$ cat config.mk
export PLATFORM = sky130hd
export DESIGN_NAME = lcd_bus_responder
export DESIGN_NICKNAME = d
export VERILOG_FILES = /design/src/rtl/lcd_bus_responder.sv
export SDC_FILE = /design/constraint.sdc
export NUM_CORES = 1
export LEC_CHECK = 0
export CELL_PAD_IN_SITES_DETAIL_PLACEMENT = 0
export CELL_PAD_IN_SITES_GLOBAL_PLACEMENT = 1
export CORE_ASPECT_RATIO = 1.5
export CORE_UTILIZATION = 40
export CTS_CLUSTER_SIZE = 10
export DETAILED_ROUTE_END_ITERATION = 8
export GPL_ROUTABILITY_DRIVEN = 1
export PLACE_DENSITY = 0.73
export SKIP_LAST_GASP = 1
export SYNTH_ARGS = -nofsm -noshare
export SYNTH_HDL_FRONTEND = slang
export SYNTH_SLANG_ARGS = --single-unit
$ cat constraint.sdc
create_clock -name clk -period 3.1 [get_ports clk]
set_clock_uncertainty 0.2 [all_clocks]
set_input_delay 0.775 -clock clk [delete_from_list [all_inputs] [get_ports clk]]
set_output_delay 0.775 -clock clk [all_outputs]
set_load 0.02 [all_outputs]
$ cat src/rtl/lcd_bus_responder.sv
// lcd_bus_responder
// Passive responder on the character-LCD write bus. It taps the same lcd_*
// nets as the LCD driver (never drives them), decodes HD44780-style command
// and data writes on the falling edge of E, and keeps a 2x16 shadow of the
// display contents that other logic can read.
//
// Ports
//   clk, rst        system clock, asynchronous active-low reset
//   lcd_RS/RW/E/DB  LCD write bus (RS: 0 cmd / 1 data, RW: 1 = read request)
//   lcd_ON          panel power; bus events are ignored while it is low
//   rd_addr/rd_data combinational read of the shadow buffer (0-15 line 0,
//                   16-31 line 1)
//   cur_addr        current write index
//   display_on      D bit of the last display-control command
//   busy            high while a clear sweep is running
//   cmd_strobe      one-cycle pulse per accepted command
//   frame_done      one-cycle pulse when a data write lands on index 31 with
//                   increment mode set
//   err_flags       sticky: [0] short E, [1] read attempt, [2] bad DDRAM
//                   address, [3] write while busy
//
// Bus handshake: there is no back-pressure. A write event is the cycle where
// the registered E is high and the live E is low; it is qualified in the order
// power, E width, RW, busy, and its effect is registered on that same clock
// edge, so results and pulses are visible the cycle after detection.
module lcd_bus_responder #(
  parameter int          MIN_E_HIGH = 4,
  parameter logic [7:0]  BLANK_CHAR = 8'h20
) (
  input  logic       clk,
  input  logic       rst,
  input  logic       lcd_RS,
  input  logic       lcd_RW,
  input  logic       lcd_E,
  input  logic [7:0] lcd_DB,
  input  logic       lcd_ON,
  input  logic [4:0] rd_addr,
  output logic [7:0] rd_data,
  output logic [4:0] cur_addr,
  output logic       display_on,
  output logic       busy,
  output logic       cmd_strobe,
  output logic       frame_done,
  output logic [3:0] err_flags
);

  localparam int             CW    = $clog2(MIN_E_HIGH + 1);
  localparam logic [CW-1:0]  E_SAT = CW'(MIN_E_HIGH);

  typedef enum logic {IDLE = 1'b0, CLEAR = 1'b1} state_t;

  state_t      state, state_next;
  logic        e_d, rs_d, rw_d;
  logic [7:0]  db_d;
  logic [CW-1:0] e_cnt;
  logic [7:0]  buffer [32];
  logic [4:0]  sweep;
  logic        inc_mode;

  logic fall, ev_valid, err_timing, err_read, err_over;
  logic accept, cmd_acc, data_acc, is_clear, ddram_ok;

  // Input sampling stage plus a saturating count of cycles E has been high.
  // The count is still valid in the detection cycle because it only clears
  // on the edge that samples E low.
  always_ff @(posedge clk or negedge rst) begin
    if (!rst) begin
      e_d   <= 1'b0;
      rs_d  <= 1'b0;
      rw_d  <= 1'b0;
      db_d  <= 8'h00;
      e_cnt <= '0;
    end else begin
      e_d  <= lcd_E;
      rs_d <= lcd_RS;
      rw_d <= lcd_RW;
      db_d <= lcd_DB;
      if (!lcd_E)
        e_cnt <= '0;
      else if (e_cnt != E_SAT)
        e_cnt <= e_cnt + 1'b1;
    end
  end

  // Event qualification and next-state logic.
  always_comb begin
    fall       = e_d & ~lcd_E;
    ev_valid   = fall & lcd_ON;
    err_timing = ev_valid & (e_cnt < E_SAT);
    err_read   = ev_valid & ~err_timing & rw_d;
    err_over   = ev_valid & ~err_timing & ~rw_d & busy;
    accept     = ev_valid & ~err_timing & ~rw_d & ~busy;
    cmd_acc    = accept & ~rs_d;
    data_acc   = accept & rs_d;
    is_clear   = cmd_acc & (db_d == 8'h01);
    // DDRAM addresses 0x00-0x0F map to line 0, 0x40-0x4F to line 1.
    ddram_ok   = (db_d[6:4] == 3'b000) || (db_d[6:4] == 3'b100);

    state_next = state;
    case (state)
      IDLE:  if (is_clear) state_next = CLEAR;
      CLEAR: if (sweep == 5'd31) state_next = IDLE;
      default: state_next = IDLE;
    endcase
  end

  always_ff @(posedge clk or negedge rst) begin
    if (!rst) state <= IDLE;
    else      state <= state_next;
  end

  assign busy    = (state == CLEAR);
  assign rd_data = buffer[rd_addr];

  always_ff @(posedge clk or negedge rst) begin
    if (!rst) begin
      for (int i = 0; i < 32; i++) buffer[i] <= BLANK_CHAR;
      cur_addr   <= 5'd0;
      inc_mode   <= 1'b1;
      display_on <= 1'b0;
      cmd_strobe <= 1'b0;
      frame_done <= 1'b0;
      err_flags  <= 4'h0;
      sweep      <= 5'd0;
    end else begin
      cmd_strobe <= cmd_acc;
      frame_done <= data_acc & inc_mode & (cur_addr == 5'd31);

      if (err_timing) err_flags[0] <= 1'b1;
      if (err_read)   err_flags[1] <= 1'b1;
      if (err_over)   err_flags[3] <= 1'b1;

      if (busy) begin
        buffer[sweep] <= BLANK_CHAR;
        sweep         <= sweep + 1'b1;
        if (sweep == 5'd31) begin
          cur_addr <= 5'd0;
          inc_mode <= 1'b1;
        end
      end

      if (data_acc) begin
        buffer[cur_addr] <= db_d;
        // 5-bit arithmetic gives the 31->0 and 0->31 wrap for free.
        cur_addr <= inc_mode ? cur_addr + 1'b1 : cur_addr - 1'b1;
      end

      if (cmd_acc) begin
        if (db_d == 8'h01)
          sweep <= 5'd0;
        else if (db_d[7:1] == 7'b0000001)
          cur_addr <= 5'd0;
        else if (db_d[7:2] == 6'b000001)
          inc_mode <= db_d[1];
        else if (db_d[7:3] == 5'b00001)
          display_on <= db_d[2];
        else if (db_d[7]) begin
          if (ddram_ok) cur_addr <= {db_d[6], db_d[3:0]};
          else          err_flags[2] <= 1'b1;
        end
        // 0x00 and 0x10-0x7F are accepted without any state change.
      end
    end
  end

endmodule

# After elaboration in Yosys (flattened, before gate mapping)
# Cells that the tools add are included.
[op_classes]
addsub = 4
n_lt_le_gt_ge = 6
n_eq_ne = 9
mux = 35
bitwise = 29
reduce_logical = 6
[op_table]
columns = ["cell", "count"]
rows = [
  ["two-way mux 256 bit", 2],
  ["bitwise mux 256 bit", 1],
  ["AND 224 bit", 1],
  ["NOT 224 bit", 1],
  ["demux 8 bit (select 5 bit)", 2],
  ["two-way mux 5 bit", 14],
  ["binary-select mux 8 bit (select 5 bit)", 1],
  ["two-way mux 8 bit", 4],
  ["OR 32 bit", 1],
  ["greater-or-equal comparator 6 bit (second input constant)", 3],
  ["NOT 5 -> 6 bit", 3],
  ["AND 1 bit", 13],
  ["less-than comparator 6 x 1 -> 1 bit (second input constant)", 2],
  ["adder 5 x 1 -> 5 bit (second input constant)", 2],
  ["== test 5 bit (second input constant)", 2],
  ["NOT 1 bit", 10],
  ["== test 8 x 1 -> 1 bit (second input constant)", 1],
  ["two-way mux 1 bit", 8],
  ["== test 7 x 1 -> 1 bit (second input constant)", 1],
  ["AND reduction 7 bit", 1],
  ["== test 6 x 1 -> 1 bit (second input constant)", 1],
  ["two-way mux 3 bit", 2],
  ["== test 5 x 1 -> 1 bit (second input constant)", 1],
  ["AND reduction 5 bit", 1],
  ["10 further kinds", 11],
]
[totals]
regBits = 289
out_inout_bits = 21
wordCells = 137

# Logic depth before layout (Yosys ltp)
# Gate-level depths: netlist (run 1).
[logic_depth]
depth_word = 17
ltp_mapped = 8

# Worst setup path before layout (run 1)
# Ideal clock, no wire load.
[synth_timing]
path_type = "input port to output port"
startpoint = "input port rd_addr[2]"
endpoint = "output port rd_data[0]"
arrival_ns = 2.131
setup_slack_ns = -0.006
stages = 6
path_cell_list = "clkbuf_1 buf_1 mux2i_1 a22oi_1 nand3_1 nand4_1"
[synth_via]
elab_chain_len = 4
[synth_lines]
columns = ["element", "line_no", "source"]
rows = [
  ["start: declaration", "37", "input logic [4:0] rd_addr,"],
  ["NOT 5 -> 6 bit (implied by the code)", "113", "assign rd_data = buffer[rd_addr];"],
  ["binary-select mux 8 bit (select 5 bit)", "113", ""],
  ["two-way mux 8 bit (implied by the code) (2 in series)", "113", ""],
  ["end: declaration", "38", "output logic [7:0] rd_data,"],
]
# No other way between the ends. The select of a mux whose other input is x is not followed.

# Worst setup path after layout (run 1)
[layout_timing]
startpoint = "input port rd_addr[1]"
endpoint = "output port rd_data[5]"
# The elaborated chain is that of the path after synthesis.

==> results_tabular.tex, run 1 <==
\begin{tabular}{lr}
\hline
Metric & Value \\
\hline
\multicolumn{2}{l}{\textbf{Status}} \\
Status & finished, violations left \\
Failing checks & negative setup slack \\
\multicolumn{2}{l}{\textbf{Detailed routing}} \\
Detailed Routing Iterations Pass 1 & 7 \\
Via count normalized by instance count & between 5 and 6 \\
Iter 0 DRT Violations & 874 \\
Wire length after detailed routing & $\sim$50000 um \\
Final routed wire length divided by cell count & 22.45 um \\
Via count & between 10000 and 15000 \\
Antenna Violating Nets Remaining & 0 \\
Remaining design rule violation count & 0 \\
\multicolumn{2}{l}{\textbf{Critical path}} \\
Most repeated library cell on the critical path & sky130\_fd\_sc\_hd\_\_buf\_4 \\
Bufs and invs on worst path & 4 \\
Slowest stage cell, crit path & sky130\_fd\_sc\_hd\_\_nor2b\_4 \\
Capturing point of the worst reg2reg path & buffer[51]\$\_DFF\_PN0\_ \\
Largest stage delay on the critical path & between 200 and 300 ps \\
Required time of the worst setup path & between 2000 and 2500 ps \\
CP arrival & between 2000 and 2500 ps \\
Source of the critical timing path & rd\_addr[1] \\
Top fanout value on the critical path & 8 \\
Critical register-to-register path startpoint & cur\_addr[0]\$\_DFF\_PN0\_ \\
Number of cells on the critical path & 8 \\
R2R cell count & 5 \\
Reg2reg setup slack & $\sim$710 ps \\
Class of the most critical setup path & in -> out \\
Ordered list of cells on the worst path & buf\_4 -> buf\_4 -> nor2b\_4 -> clkbuf\_16 -> a22oi\_1 -> nand3\_1 -> nand4\_1 -> buf\_4 \\
Crit-path leading delay family & buffers and inverters \\
CP startpoint kind & input pin \\
Worst setup EP type & output pin \\
\multicolumn{2}{l}{\textbf{Global routing}} \\
Maximum number of pins on one net before global-route repair & a little under 60 \\
GRT Resource Usage Total & 0.2778 \\
Vias in the first global route & 11811 \\
Global-route wire length before repair & roughly 75000 um \\
Initial antenna violation count & 0 \\
Overall overflow remaining after global route & 0 \\
\multicolumn{2}{l}{\textbf{Die}} \\
Initial cell density of the core & 0.4090 \\
Die outline area & $\sim$37000 um\^{}2 \\
Ports placed on the boundary & 40 \\
Height of the die & $\sim$230 um \\
Num rows & 84 \\
Horizontal die dimension & $\sim$160 um \\
Core box area & approximately 35000 um\^{}2 \\
\multicolumn{2}{l}{\textbf{CTS}} \\
Maximum clock path buffer count & 3 \\
Cell chosen for the clock root & sky130\_fd\_sc\_hd\_\_clkbuf\_16 \\
Clock slew at reported path FFs & 50 ps \\
Worst-Skew Late Latency & $\sim$530 ps \\
H-Tree Depth & 2 \\
TritonCTS sink count & between 200 and 300 \\
Number of buffers created by CTS & 35 \\
CTS tree & built \\
\multicolumn{2}{l}{\textbf{Synthesis}} \\
Flip-flop cell with the highest count after synthesis & sky130\_fd\_sc\_hd\_\_dfrtp\_1 \\
Share of the yosys chip area belonging to registers & 0.5051 \\
Number of distinct standard cells referenced by the synthesized netlist & 46 \\
Synthesis-stage register bit count & between 200 and 300 \\
Top area cells in the synthesized netlist & sky130\_fd\_sc\_hd\_\_dfrtp\_1, sky130\_fd\_sc\_hd\_\_nand2\_1, sky130\_fd\_sc\_hd\_\_mux2i\_1, sky130\_fd\_sc\_hd\_\_o21ai\_0, sky130\_fd\_sc\_hd\_\_dfstp\_2 \\
Number of nets in the synthesized netlist & 1610 \\
Fraction of post-synthesis cell area in the top cell type by area & 0.4449 \\
Cell area after synthesis & about 14000 um\^{}2 \\
Cell count after synthesis & roughly 1600 \\
Yosys top cell by area & sky130\_fd\_sc\_hd\_\_dfrtp\_1 \\
Syn Area/Cell & between 9 and 10 um\^{}2 \\
Number of synthesized flops with an enable pin & 0 \\
Synth Warn \# & 0 \\
FFs w/ async S/R, synth & 1.000 \\
\multicolumn{2}{l}{\textbf{Placement}} \\
Port buffer count & 39 \\
Routability Congestion & 0.9422 \\
Detailed-placement wirelength estimate & 33860 um \\
Post-Place Cell Area & 16490 um\^{}2 \\
\multicolumn{2}{l}{\textbf{Final layout}} \\
Layout net count & between 1500 and 2000 \\
Area of the multi-input gates & roughly 6700 um\^{}2 \\
Final core area utilization & 0.5106 \\
Layout cell share with drive strength beyond 1 & 0.1857 \\
Area growth syn-to-layout & 24.84\% \\
Reg area & slightly above 7000 um\^{}2 \\
Final cell area excluding filler cells & $\sim$18000 um\^{}2 \\
Filler Cells Inserted & 3225 \\
Number of antenna repair diodes & 0 \\
\multicolumn{2}{l}{\textbf{Worst hold path}} \\
Critical hold path startpoint & err\_flags[3]\$\_DFFE\_PN0P\_ \\
Worst Hold Depth & 1 \\
Classification of the worst-slack hold path & reg -> reg \\
WHS Endpoint & err\_flags[3]\$\_DFFE\_PN0P\_ \\
\multicolumn{2}{l}{\textbf{Power and ir drop}} \\
Largest voltage drop on the vdd net & between 0.3 and 0.4 mV \\
Total power per unit cell area & about 480 nW/um\^{}2 \\
Static Leak & between 0.008 and 0.009 uW \\
Pwr Total & roughly 8600 uW \\
\multicolumn{2}{l}{\textbf{STA}} \\
Crit share post-route & 1.015 \\
Headroom to the max-slew limit & 0.4420 \\
Number of hold-slack violations in the final timing report & 0 \\
Worst Slack Setup Final & -46.45 ps \\
Count of pins over their slew limit & 0 \\
Final hold slack & around 260 ps \\
RSZ-0062 raised after global routing & yes \\
Worst slew pin tran & 837.0 ps \\
Sum of negative setup slack & -94.89 ps \\
Final number of setup-violating endpoints & 5 \\
Max Clock Freq & about 320 MHz \\
Clock period minus worst slack & 3146 ps \\
\multicolumn{2}{l}{\textbf{Run}} \\
Number of violations of the max-capacitance limit & 0 \\
\hline
\end{tabular}
per-stage QoR:
| step | setup slack [ps] | std cells |
|---|---|---|
| floorplan | 11.14 | 1580 |
| global placement | -1268 | 2137 |
| detailed placement | -1300 | 2137 |
| CTS | -14.51 | 2204 |
| global route | -63.54 | 2212 |
| finish | -46.45 | 2212 |
area by class of cell:
type / count / share of cell area
clock buffer: 59 / 0.05485
clock inverter: 2 / 0.002158
inverter: 21 / 0.004385
multi-input combinational: 1149 / 0.3716
sequential: 289 / 0.4046
tap: 473 / 0.03292
timing repair buffer: 219 / 0.1295
cell usage in the layout, fill, tap and decap left out, types with 6 or more instances in the layout:
cell / Yosys / final
sky130_fd_sc_hd__a21oi_1: 37 / 37
sky130_fd_sc_hd__nor2_1: 24 / 23
sky130_fd_sc_hd__and2_1: 12 / 11
sky130_fd_sc_hd__nand3_1: 100 / 100
sky130_fd_sc_hd__nor3_1: 14 / 14
sky130_fd_sc_hd__nand2_1: 418 / 418
sky130_fd_sc_hd__nor3_4: 16 / 16
sky130_fd_sc_hd__mux2i_1: 130 / 114
sky130_fd_sc_hd__dfrtp_1: 256 / 256
sky130_fd_sc_hd__buf_16: 0 / 7
sky130_fd_sc_hd__dfstp_2: 33 / 33
sky130_fd_sc_hd__nand4_1: 19 / 19
sky130_fd_sc_hd__o21ai_1: 20 / 20
sky130_fd_sc_hd__mux2i_2: 0 / 12
sky130_fd_sc_hd__nand2b_1: 10 / 10
sky130_fd_sc_hd__buf_4: 10 / 145
sky130_fd_sc_hd__buf_12: 0 / 30
sky130_fd_sc_hd__o21ai_0: 213 / 213
sky130_fd_sc_hd__clkbuf_1: 72 / 22
sky130_fd_sc_hd__clkdlybuf4s50_1: 0 / 25
sky130_fd_sc_hd__a22oi_2: 0 / 10
sky130_fd_sc_hd__or3_1: 7 / 6
sky130_fd_sc_hd__clkbuf_16: 0 / 38
sky130_fd_sc_hd__inv_1: 21 / 21
sky130_fd_sc_hd__a22oi_1: 64 / 54
sky130_fd_sc_hd__ha_1: 10 / 10
flip-flops by register name (all words and copies together) (netlist names):
signal and cells:
busy 1, e_d 1, rw_d 1, e_cnt 3
cmd_strobe 1, cur_addr 5, frame_done 1, display_on 1
inc_mode 1, buffer 256, sweep 5, db_d 8
err_flags 4, rs_d 1
worst max-delay path by stage:
stage | slack, ps | end
after global routing | -60 | rd_data[5]
after detailed placement | -1300 | rd_data[7]
after floorplan | 10 | rd_data[3]
after CTS | -10 | rd_data[7]
final | -50 | rd_data[5]
after global placement | -1270 | rd_data[5]
synth_stat cells (4+ instances only):
cell	n
sky130_fd_sc_hd__nand2_1	418
sky130_fd_sc_hd__dfrtp_1	256
sky130_fd_sc_hd__o21ai_0	213
sky130_fd_sc_hd__mux2i_1	130
sky130_fd_sc_hd__nand3_1	100
sky130_fd_sc_hd__clkbuf_1	72
sky130_fd_sc_hd__a22oi_1	64
sky130_fd_sc_hd__a21oi_1	37
sky130_fd_sc_hd__dfstp_2	33
sky130_fd_sc_hd__buf_2	31
sky130_fd_sc_hd__nor2_1	24
sky130_fd_sc_hd__inv_1	21
sky130_fd_sc_hd__o21ai_1	20
sky130_fd_sc_hd__nand4_1	19
sky130_fd_sc_hd__nor3_4	16
sky130_fd_sc_hd__nor3_1	14
sky130_fd_sc_hd__and2_1	12
sky130_fd_sc_hd__buf_4	10
sky130_fd_sc_hd__ha_1	10
sky130_fd_sc_hd__nand2b_1	10
sky130_fd_sc_hd__buf_1	7
sky130_fd_sc_hd__or3_1	7
sky130_fd_sc_hd__a31oi_1	5
sky130_fd_sc_hd__nor3_2	5
sky130_fd_sc_hd__xnor2_1	5
sky130_fd_sc_hd__a21o_1	4
sky130_fd_sc_hd__nor2b_1	4
sky130_fd_sc_hd__nor4_1	4
where the power goes:
part           switching, uW  total, uW  internal (uW)
logic                    551        885            334
clock network           1600       3840           2240
registers               55.9       3880           3830
what timing repair did:
item / 4_1_cts / 5_1_grt
hold buffers: 1 / 0
setup endpoints to repair: 8 / 8
resized for setup: 68 / 34
setup buffers: 0 / 5
endpoints found under the hold margin: 32 / 0
pin swaps: 2 / 7
cloned: 5 / 4
per-layer routing:
metal,vias up,GRT usage,share of wire
met3,116,0.03659,0.047
li1,5712,-,-
met1,5863,0.3446,0.41
met4,0,0.1455,0.059
met2,370,0.4699,0.49
met5,-,0,0
cells by family after synthesis:
| group | count (synthesis) | synth area share |
|---|---|---|
| buffers and inverters | 143 | 0.04362 |
| DFF | 289 | 0.5051 |
| adders and majority gates | 11 | 0.01008 |
| and+or+nand+nor | 648 | 0.2103 |
| AOI/OAI and AO/OA | 351 | 0.1356 |
| xor gates and xnor gates | 8 | 0.004866 |
| muxes | 130 | 0.09037 |
Power figures use the tool's default switching activity.
==> run 2: changes to the inputs <==
- ABC_AREA: default -> 0
- CTS_CLUSTER_DIAMETER: default -> 120
==> run 2 against run 1 <==
  * The flow now finishes without violations
  * Final cell count hardly changed
  * Design area about the same
  * Critical path depth did not move
  * Utilization about the same
==> results_tabular.tex, run 2 (synthesis gave the netlist of run 1 again) <==
\begin{tabular}{lr}
\hline
Metric & Value \\
\hline
\multicolumn{2}{l}{\textbf{Status}} \\
Status & complete, no violations \\
\multicolumn{2}{l}{\textbf{Power and ir drop}} \\
Total power per unit cell area & 470.7 nW/um\^{}2 (-1.7\%) \\
Largest voltage drop on the vdd net & 0.2838 mV (-8.0\%) \\
Static Leak & 0.008132 uW (-0.21\%) \\
\multicolumn{2}{l}{\textbf{Critical path}} \\
Class of the most critical setup path & in -> out \\
Slowest stage cell, crit path & sky130\_fd\_sc\_hd\_\_mux2i\_2 \\
Reg2reg setup slack & 700 ps (about the same) \\
CP startpoint kind & input pin \\
Worst setup EP type & output pin \\
Top fanout value on the critical path & 15 (+7) \\
Capturing point of the worst reg2reg path & buffer[51]\$\_DFF\_PN0\_ \\
Required time of the worst setup path & 2120 ps (about the same) \\
R2R cell count & 5 (unchanged) \\
Largest stage delay on the critical path & 280 ps (+20 ps) \\
Ordered list of cells on the worst path & buf\_16 -> buf\_12 -> mux2i\_2 -> buf\_4 -> a22oi\_1 -> nand3\_1 -> nand4\_1 -> buf\_6 \\
CP arrival & 2110 ps (-60 ps) \\
Critical register-to-register path startpoint & cur\_addr[0]\$\_DFF\_PN0\_ \\
\multicolumn{2}{l}{\textbf{Detailed routing}} \\
Wire length after detailed routing & 49640 um (about the same) \\
Via count & 12126 (+0.54\%) \\
Remaining design rule violation count & 0 (unchanged) \\
Iter 0 DRT Violations & 941 (+7.7\%) \\
Final routed wire length divided by cell count & 22.43 um (about the same) \\
Via count normalized by instance count & 5.479 (+0.49\%) \\
Detailed Routing Iterations Pass 1 & 5 (-2) \\
Antenna Violating Nets Remaining & 0 (unchanged) \\
\multicolumn{2}{l}{\textbf{STA}} \\
Number of hold-slack violations in the final timing report & 0 (unchanged) \\
RSZ-0062 raised after global routing & yes \\
Headroom to the max-slew limit & 0.4285 (-0.01350) \\
Sum of negative setup slack & 0 ps (+94.89 ps) \\
Clock period minus worst slack & 3081 ps (-65.05 ps) \\
Count of pins over their slew limit & 0 (unchanged) \\
Final number of setup-violating endpoints & 0 (-5) \\
Max Clock Freq & 324.5 MHz (+2.1\%) \\
Worst slew pin tran & 857.3 ps (+20.25 ps) \\
Crit share post-route & 0.9940 (-0.02098) \\
\multicolumn{2}{l}{\textbf{Die}} \\
Core box area & 35210 um\^{}2 (unchanged) \\
Num rows & 84 (unchanged) \\
Height of the die & 234.4 um (unchanged) \\
Horizontal die dimension & 156.9 um (unchanged) \\
Die outline area & 36780 um\^{}2 (unchanged) \\
Ports placed on the boundary & 40 (unchanged) \\
Initial cell density of the core & 0.4090 (unchanged) \\
\multicolumn{2}{l}{\textbf{CTS}} \\
H-Tree Depth & 2 (unchanged) \\
CTS tree & built \\
TritonCTS sink count & 289 (unchanged) \\
Number of buffers created by CTS & 34 (-2.9\%) \\
Worst-Skew Late Latency & 540 ps (about the same) \\
Clock slew at reported path FFs & 60 ps (about the same) \\
Cell chosen for the clock root & sky130\_fd\_sc\_hd\_\_clkbuf\_16 \\
Maximum clock path buffer count & 3 (unchanged) \\
\multicolumn{2}{l}{\textbf{Placement}} \\
Port buffer count & 39 (unchanged) \\
Routability Congestion & 0.9422 (unchanged) \\
Detailed-placement wirelength estimate & 33860 um (unchanged) \\
Placed insts & 2137 (unchanged) \\
\multicolumn{2}{l}{\textbf{Final layout}} \\
Register name with the most flops & buffer \\
Area growth syn-to-layout & 24.82\% (about the same) \\
Non-Filler Instances & 2213 (+0.045\%) \\
Most frequent cells in the layout & sky130\_fd\_sc\_hd\_\_nand2\_1, sky130\_fd\_sc\_hd\_\_dfrtp\_1, sky130\_fd\_sc\_hd\_\_o21ai\_0, sky130\_fd\_sc\_hd\_\_buf\_4, sky130\_fd\_sc\_hd\_\_mux2i\_1 \\
Layout cell share with drive strength beyond 1 & 0.1875 (+0.001725) \\
Flip-flop count of the largest register after layout & 256 (unchanged) \\
Registers with the most flip-flops & buffer (256), db\_d (8) \\
Layout net count & 1744 (-0.057\%) \\
Most common cell after layout, fill and taps aside & sky130\_fd\_sc\_hd\_\_nand2\_1 \\
\multicolumn{2}{l}{\textbf{Run}} \\
Number of violations of the max-capacitance limit & 0 (unchanged) \\
\multicolumn{2}{l}{\textbf{Global routing}} \\
Vias in the first global route & 11852 (+0.35\%) \\
Initial antenna violation count & 0 (unchanged) \\
GRT Resource Usage Total & 0.2777 (about the same) \\
Overall overflow remaining after global route & 0 (unchanged) \\
Maximum number of pins on one net before global-route repair & 59 (unchanged) \\
Global-route wire length before repair & 74890 um (+0.12\%) \\
\multicolumn{2}{l}{\textbf{Worst hold path}} \\
Critical hold path startpoint & err\_flags[3]\$\_DFFE\_PN0P\_ \\
Worst Hold Depth & 1 (unchanged) \\
WHS Endpoint & err\_flags[3]\$\_DFFE\_PN0P\_ \\
Classification of the worst-slack hold path & reg -> reg \\
\hline
\end{tabular}
==> run 2: changes by cell type in the layout (fill, tap and decap cells not counted), moves of 2 or more <==
cell	change
sky130_fd_sc_hd__a22oi_1	-3
sky130_fd_sc_hd__a22oi_2	+3
sky130_fd_sc_hd__buf_4	-2
sky130_fd_sc_hd__clkbuf_1	+2
sky130_fd_sc_hd__clkbuf_8	-2
sky130_fd_sc_hd__mux2i_1	-2
sky130_fd_sc_hd__mux2i_2	+2
==> run 2: cell type report <==
type | count | area, um^2
fill | 3224 | 17240
sequential | 289 | 7273
multi-input combinational | 1149 | 6703
timing repair buffer | 219 | 2349
clock buffer | 58 | 940.9
tap | 473 | 591.8
inverter | 21 | 78.83
clock inverter | 3 | 33.78
antenna | 1 | 2.502
==> run 2: metal layers <==
layer	track usage	routed length, um	vias to the layer above
met2	0.4674	24410	399
li1	-	-	5711
met1	0.3450	19920	5910
met5	0	0	-
met3	0.03770	2733	106
met4	0.1468	2572	0
==> run 2: worst max path at each step <==
stage	from	depth (start not counted)	slack (ps)	to
CTS	rd_addr[4]	8	-10	rd_data[5]
detailed placement	rd_addr[1]	6	-1300	rd_data[7]
floorplan	rd_addr[2]	6	10	rd_data[3]
finish	rd_addr[2]	8	20	rd_data[2]
global route	rd_addr[2]	7	-30	rd_data[3]
global placement	rd_addr[1]	6	-1270	rd_data[5]
==> run 2: what timing repair did <==
| action | in CTS | in global routing |
|---|---|---|
| hold buffers | 1 | 0 |
| resized for setup | 68 | 39 |
| gates cloned | 5 | 4 |
| endpoints found under the setup margin | 8 | 8 |
| setup buffers | 0 | 6 |
| endpoints found under the hold margin | 32 | 0 |
| pin swaps | 3 | 9 |
==> run 2: where the power goes <==
part	internal (uW)	switching, uW	total, uW
Sequential	3830	55.3	3880
Clock	2070	1620	3690
Combinational	339	549	888
Total	6240	2220	8460
==> run 2: worst max-delay path, delay by kind of cell <==
kind	cells	cell delay, ps
buffers and inverters	4	670
AO/OA/AOI/OAI	1	80
AND/OR/NAND/NOR	2	280
multiplexers	1	280
==> run 2: metrics by stage <==
stage	instance area [um^2]	utilization	power [uW]	setup WS, ps	hold slack, ps
5_1_grt	17970	0.5104	8724	-32.67	279.3
4_1_cts	17660	0.5015	8475	-13.20	267.1
2_1_floorplan	14400	-	4329	11.14	249.7
3_3_place_gp	16490	0.4683	4752	-1268	244.1
3_5_place_dp	16490	0.4683	4760	-1300	244.2
6_report	17970	0.5104	8459	18.60	265.7
==> run 3: changes to the inputs <==
- ABC_CLOCK_PERIOD_IN_PS: default -> 2800
- PLACE_DENSITY: 0.73 -> 0.76
- clock period: 3.1 -> 2.8 ns (I/O delays scaled with it)
==> run 3 against run 2 <==
  * The flow now finishes with violations (negative setup slack)
  * Largest power group unchanged
  * Register-to-register slack got worse by 170 ps
  * Combinational power rose by 15%
  * Worst setup slack got worse by 130 ps
  * Critical path type unchanged
  * Utilization rose by 1.6 points
  * Hold slack got worse by 13 ps
==> results_tabular.tex, run 3 (synthesis gave the netlist of run 1 again) <==
\begin{tabular}{lr}
\hline
Metric & Value \\
\hline
\multicolumn{2}{l}{\textbf{Final layout}} \\
Final cell area excluding filler cells & 18540 um\^{}2 (+3.1\%) \\
Filler Cells Inserted & 3175 (-1.5\%) \\
Area growth syn-to-layout & 28.75\% \\
Most frequent cells in the layout & sky130\_fd\_sc\_hd\_\_nand2\_1, sky130\_fd\_sc\_hd\_\_dfrtp\_1, sky130\_fd\_sc\_hd\_\_o21ai\_0, sky130\_fd\_sc\_hd\_\_buf\_4, sky130\_fd\_sc\_hd\_\_mux2i\_1 \\
Layout net count & 1761 (+0.97\%) \\
Register name with the most flops & buffer \\
Flip-flop count of the largest register after layout & 256 (unchanged) \\
Number of antenna repair diodes & 0 (-1) \\
Layout cell share with drive strength beyond 1 & 0.2113 (+0.02381) \\
Non-Filler Instances & 2229 (+0.72\%) \\
Registers with the most flip-flops & buffer (256), db\_d (8) \\
Most common cell after layout, fill and taps aside & sky130\_fd\_sc\_hd\_\_nand2\_1 \\
\multicolumn{2}{l}{\textbf{Run}} \\
Number of violations of the max-capacitance limit & 0 (unchanged) \\
\multicolumn{2}{l}{\textbf{Detailed routing}} \\
Via count & 12327 (+1.7\%) \\
Wire length after detailed routing & 50000 um (+0.74\%) \\
Remaining design rule violation count & 0 (unchanged) \\
Via count normalized by instance count & 5.530 (+0.93\%) \\
Final routed wire length divided by cell count & 22.43 um (about the same) \\
Iter 0 DRT Violations & 692 (-26\%) \\
Detailed Routing Iterations Pass 1 & 5 (unchanged) \\
Antenna Violating Nets Remaining & 0 (unchanged) \\
\multicolumn{2}{l}{\textbf{STA}} \\
Crit share post-route & 1.040 \\
Count of pins over their slew limit & 0 (unchanged) \\
Max Clock Freq & $\sim$340 MHz \\
RSZ-0062 raised after global routing & yes \\
Worst Slack Setup Final & -111.2 ps (-129.8 ps) \\
Worst slew pin tran & 645.2 ps (-212.0 ps) \\
Final hold slack & 252.5 ps (-13.20 ps) \\
Headroom to the max-slew limit & 0.5694 (+0.1409) \\
Clock period minus worst slack & $\sim$2900 ps \\
Final number of setup-violating endpoints & 8 (+8) \\
Number of hold-slack violations in the final timing report & 0 (unchanged) \\
\multicolumn{2}{l}{\textbf{Worst hold path}} \\
WHS Endpoint & err\_flags[3]\$\_DFFE\_PN0P\_ \\
Classification of the worst-slack hold path & reg -> reg \\
Critical hold path startpoint & err\_flags[3]\$\_DFFE\_PN0P\_ \\
Worst Hold Depth & 1 (unchanged) \\
\multicolumn{2}{l}{\textbf{Die}} \\
Core box area & 35210 um\^{}2 (unchanged) \\
Horizontal die dimension & 156.9 um (unchanged) \\
Num rows & 84 (unchanged) \\
Height of the die & 234.4 um (unchanged) \\
Die outline area & 36780 um\^{}2 (unchanged) \\
Ports placed on the boundary & 40 (unchanged) \\
Initial cell density of the core & 0.4090 (unchanged) \\
\multicolumn{2}{l}{\textbf{Global routing}} \\
Vias in the first global route & 12354 (+4.2\%) \\
Initial antenna violation count & 0 (unchanged) \\
Maximum number of pins on one net before global-route repair & 60 (+1.7\%) \\
GRT Resource Usage Total & 0.2854 (+0.007742) \\
Global-route wire length before repair & 77090 um (+2.9\%) \\
Overall overflow remaining after global route & 0 (unchanged) \\
\multicolumn{2}{l}{\textbf{CTS}} \\
CTS tree & built \\
Number of buffers created by CTS & 34 (unchanged) \\
TritonCTS sink count & 289 (unchanged) \\
Clock slew at reported path FFs & 60 ps (about the same) \\
Worst-Skew Late Latency & 540 ps (about the same) \\
Cell chosen for the clock root & sky130\_fd\_sc\_hd\_\_clkbuf\_16 \\
H-Tree Depth & 2 (unchanged) \\
Maximum clock path buffer count & 3 (unchanged) \\
\multicolumn{2}{l}{\textbf{Critical path}} \\
Top fanout value on the critical path & 6 (-9) \\
Capturing point of the worst reg2reg path & buffer[8]\$\_DFF\_PN0\_ \\
Reg2reg setup slack & 530 ps (-170 ps) \\
CP arrival & 2010 ps (-100 ps) \\
CP startpoint kind & input pin \\
Critical register-to-register path startpoint & cur\_addr[1]\$\_DFF\_PN0\_ \\
Largest stage delay on the critical path & 300 ps (+20 ps) \\
Bufs and invs on worst path & 4 (unchanged) \\
Ordered list of cells on the worst path & buf\_16 -> buf\_12 -> buf\_12 -> mux2i\_4 -> a22oi\_2 -> nand3\_1 -> nand4\_1 -> buf\_6 \\
Worst setup EP type & output pin \\
Class of the most critical setup path & in -> out \\
Crit-path leading delay family & buffers and inverters \\
Required time of the worst setup path & 1900 ps (-220 ps) \\
R2R cell count & 5 (unchanged) \\
Slowest stage cell, crit path & sky130\_fd\_sc\_hd\_\_mux2i\_4 \\
Most repeated library cell on the critical path & sky130\_fd\_sc\_hd\_\_buf\_12 \\
\multicolumn{2}{l}{\textbf{Placement}} \\
Placed insts & 2144 (+0.33\%) \\
Post-placement worst setup slack & -939.4 ps (+360.9 ps) \\
Port buffer count & 39 (unchanged) \\
Post-Place Cell Area & 16570 um\^{}2 (+0.47\%) \\
Routability Congestion & 0.9805 (+4.1\%) \\
Detailed-placement wirelength estimate & 33920 um (+0.18\%) \\
\multicolumn{2}{l}{\textbf{Status}} \\
Status & finished, violations left \\
Failing checks & negative setup slack \\
\multicolumn{2}{l}{\textbf{Power and ir drop}} \\
Largest voltage drop on the vdd net & 0.3453 mV (+22\%) \\
Pwr Total & 9458 uW (+12\%) \\
Static Leak & 0.008319 uW (+2.3\%) \\
Total power per unit cell area & 510.2 nW/um\^{}2 (+8.4\%) \\
\hline
\end{tabular}
run 3: cell types whose count changed in the layout (fill, tap and decap cells not counted), moves of 2 or more:
cell                        change
sky130_fd_sc_hd__mux2i_4        +6
sky130_fd_sc_hd__a22oi_2       +23
sky130_fd_sc_hd__a22oi_1       -23
sky130_fd_sc_hd__mux2i_1        -2
sky130_fd_sc_hd__buf_6          +6
sky130_fd_sc_hd__buf_12         +5
sky130_fd_sc_hd__mux2i_2        -4
sky130_fd_sc_hd__clkbuf_16      -2
sky130_fd_sc_hd__buf_16        +11
sky130_fd_sc_hd__inv_6          -2
run 3: how the worst max path moves through the flow:
| stage | slack (ps) | from | cells past startpoint | end |
|---|---|---|---|---|
| 3_5_place_dp | -940 | rd_addr[1] | 8 | rd_data[0] |
| 4_1_cts | -80 | rd_addr[2] | 9 | rd_data[6] |
| 2_1_floorplan | 70 | rd_addr[2] | 6 | rd_data[1] |
| 6_report | -110 | rd_addr[2] | 8 | rd_data[0] |
| 5_1_grt | -110 | rd_addr[2] | 9 | rd_data[3] |
| 3_3_place_gp | -910 | rd_addr[4] | 7 | rd_data[7] |
run 3: per-layer routing:
layer	GRT usage	wire, um	vias to the layer above
met1	0.3425	19730	6071
li1	-	-	5754
met3	0.03382	2056	131
met4	0.1857	3640	0
met5	0	0	-
met2	0.4828	24570	371
run 3: through the flow:
step	TNS [ps]	utilization
2_1_floorplan	0	-
3_3_place_gp	-16870	0.4705
3_5_place_dp	-21240	0.4705
4_1_cts	-433.2	0.5246
5_1_grt	-756.8	0.5265
6_report	-553.3	0.5265
run 3: cell type report:
type	count	area [um^2]	share of cell area
Timing Repair Buffer	237	2715	0.1465
Inverter	21	78.83	0.004252
Clock inverter	2	32.53	0.001755
Clock buffer	59	965.9	0.05211
Multi-Input combinational cell	1148	6879	0.3711
Tap cell	473	591.8	0.03192
Sequential cell	289	7274	0.3924
run 3: what timing repair did:
item	in CTS	in global routing
pin swaps	36	11
hold endpoints to repair	45	0
resized for setup	153	14
buffers inserted	13	0
gates cloned	14	0
hold buffers	1	0
setup endpoints to repair	8	9
run 3: power by group:
part / total [uW] / switching [uW] / leakage, uW / internal, uW
logic: 1020 / 616 / 0.00479 / 408
clock network: 4140 / 1790 / 0.000473 / 2350
registers: 4300 / 59.7 / 0.00306 / 4240
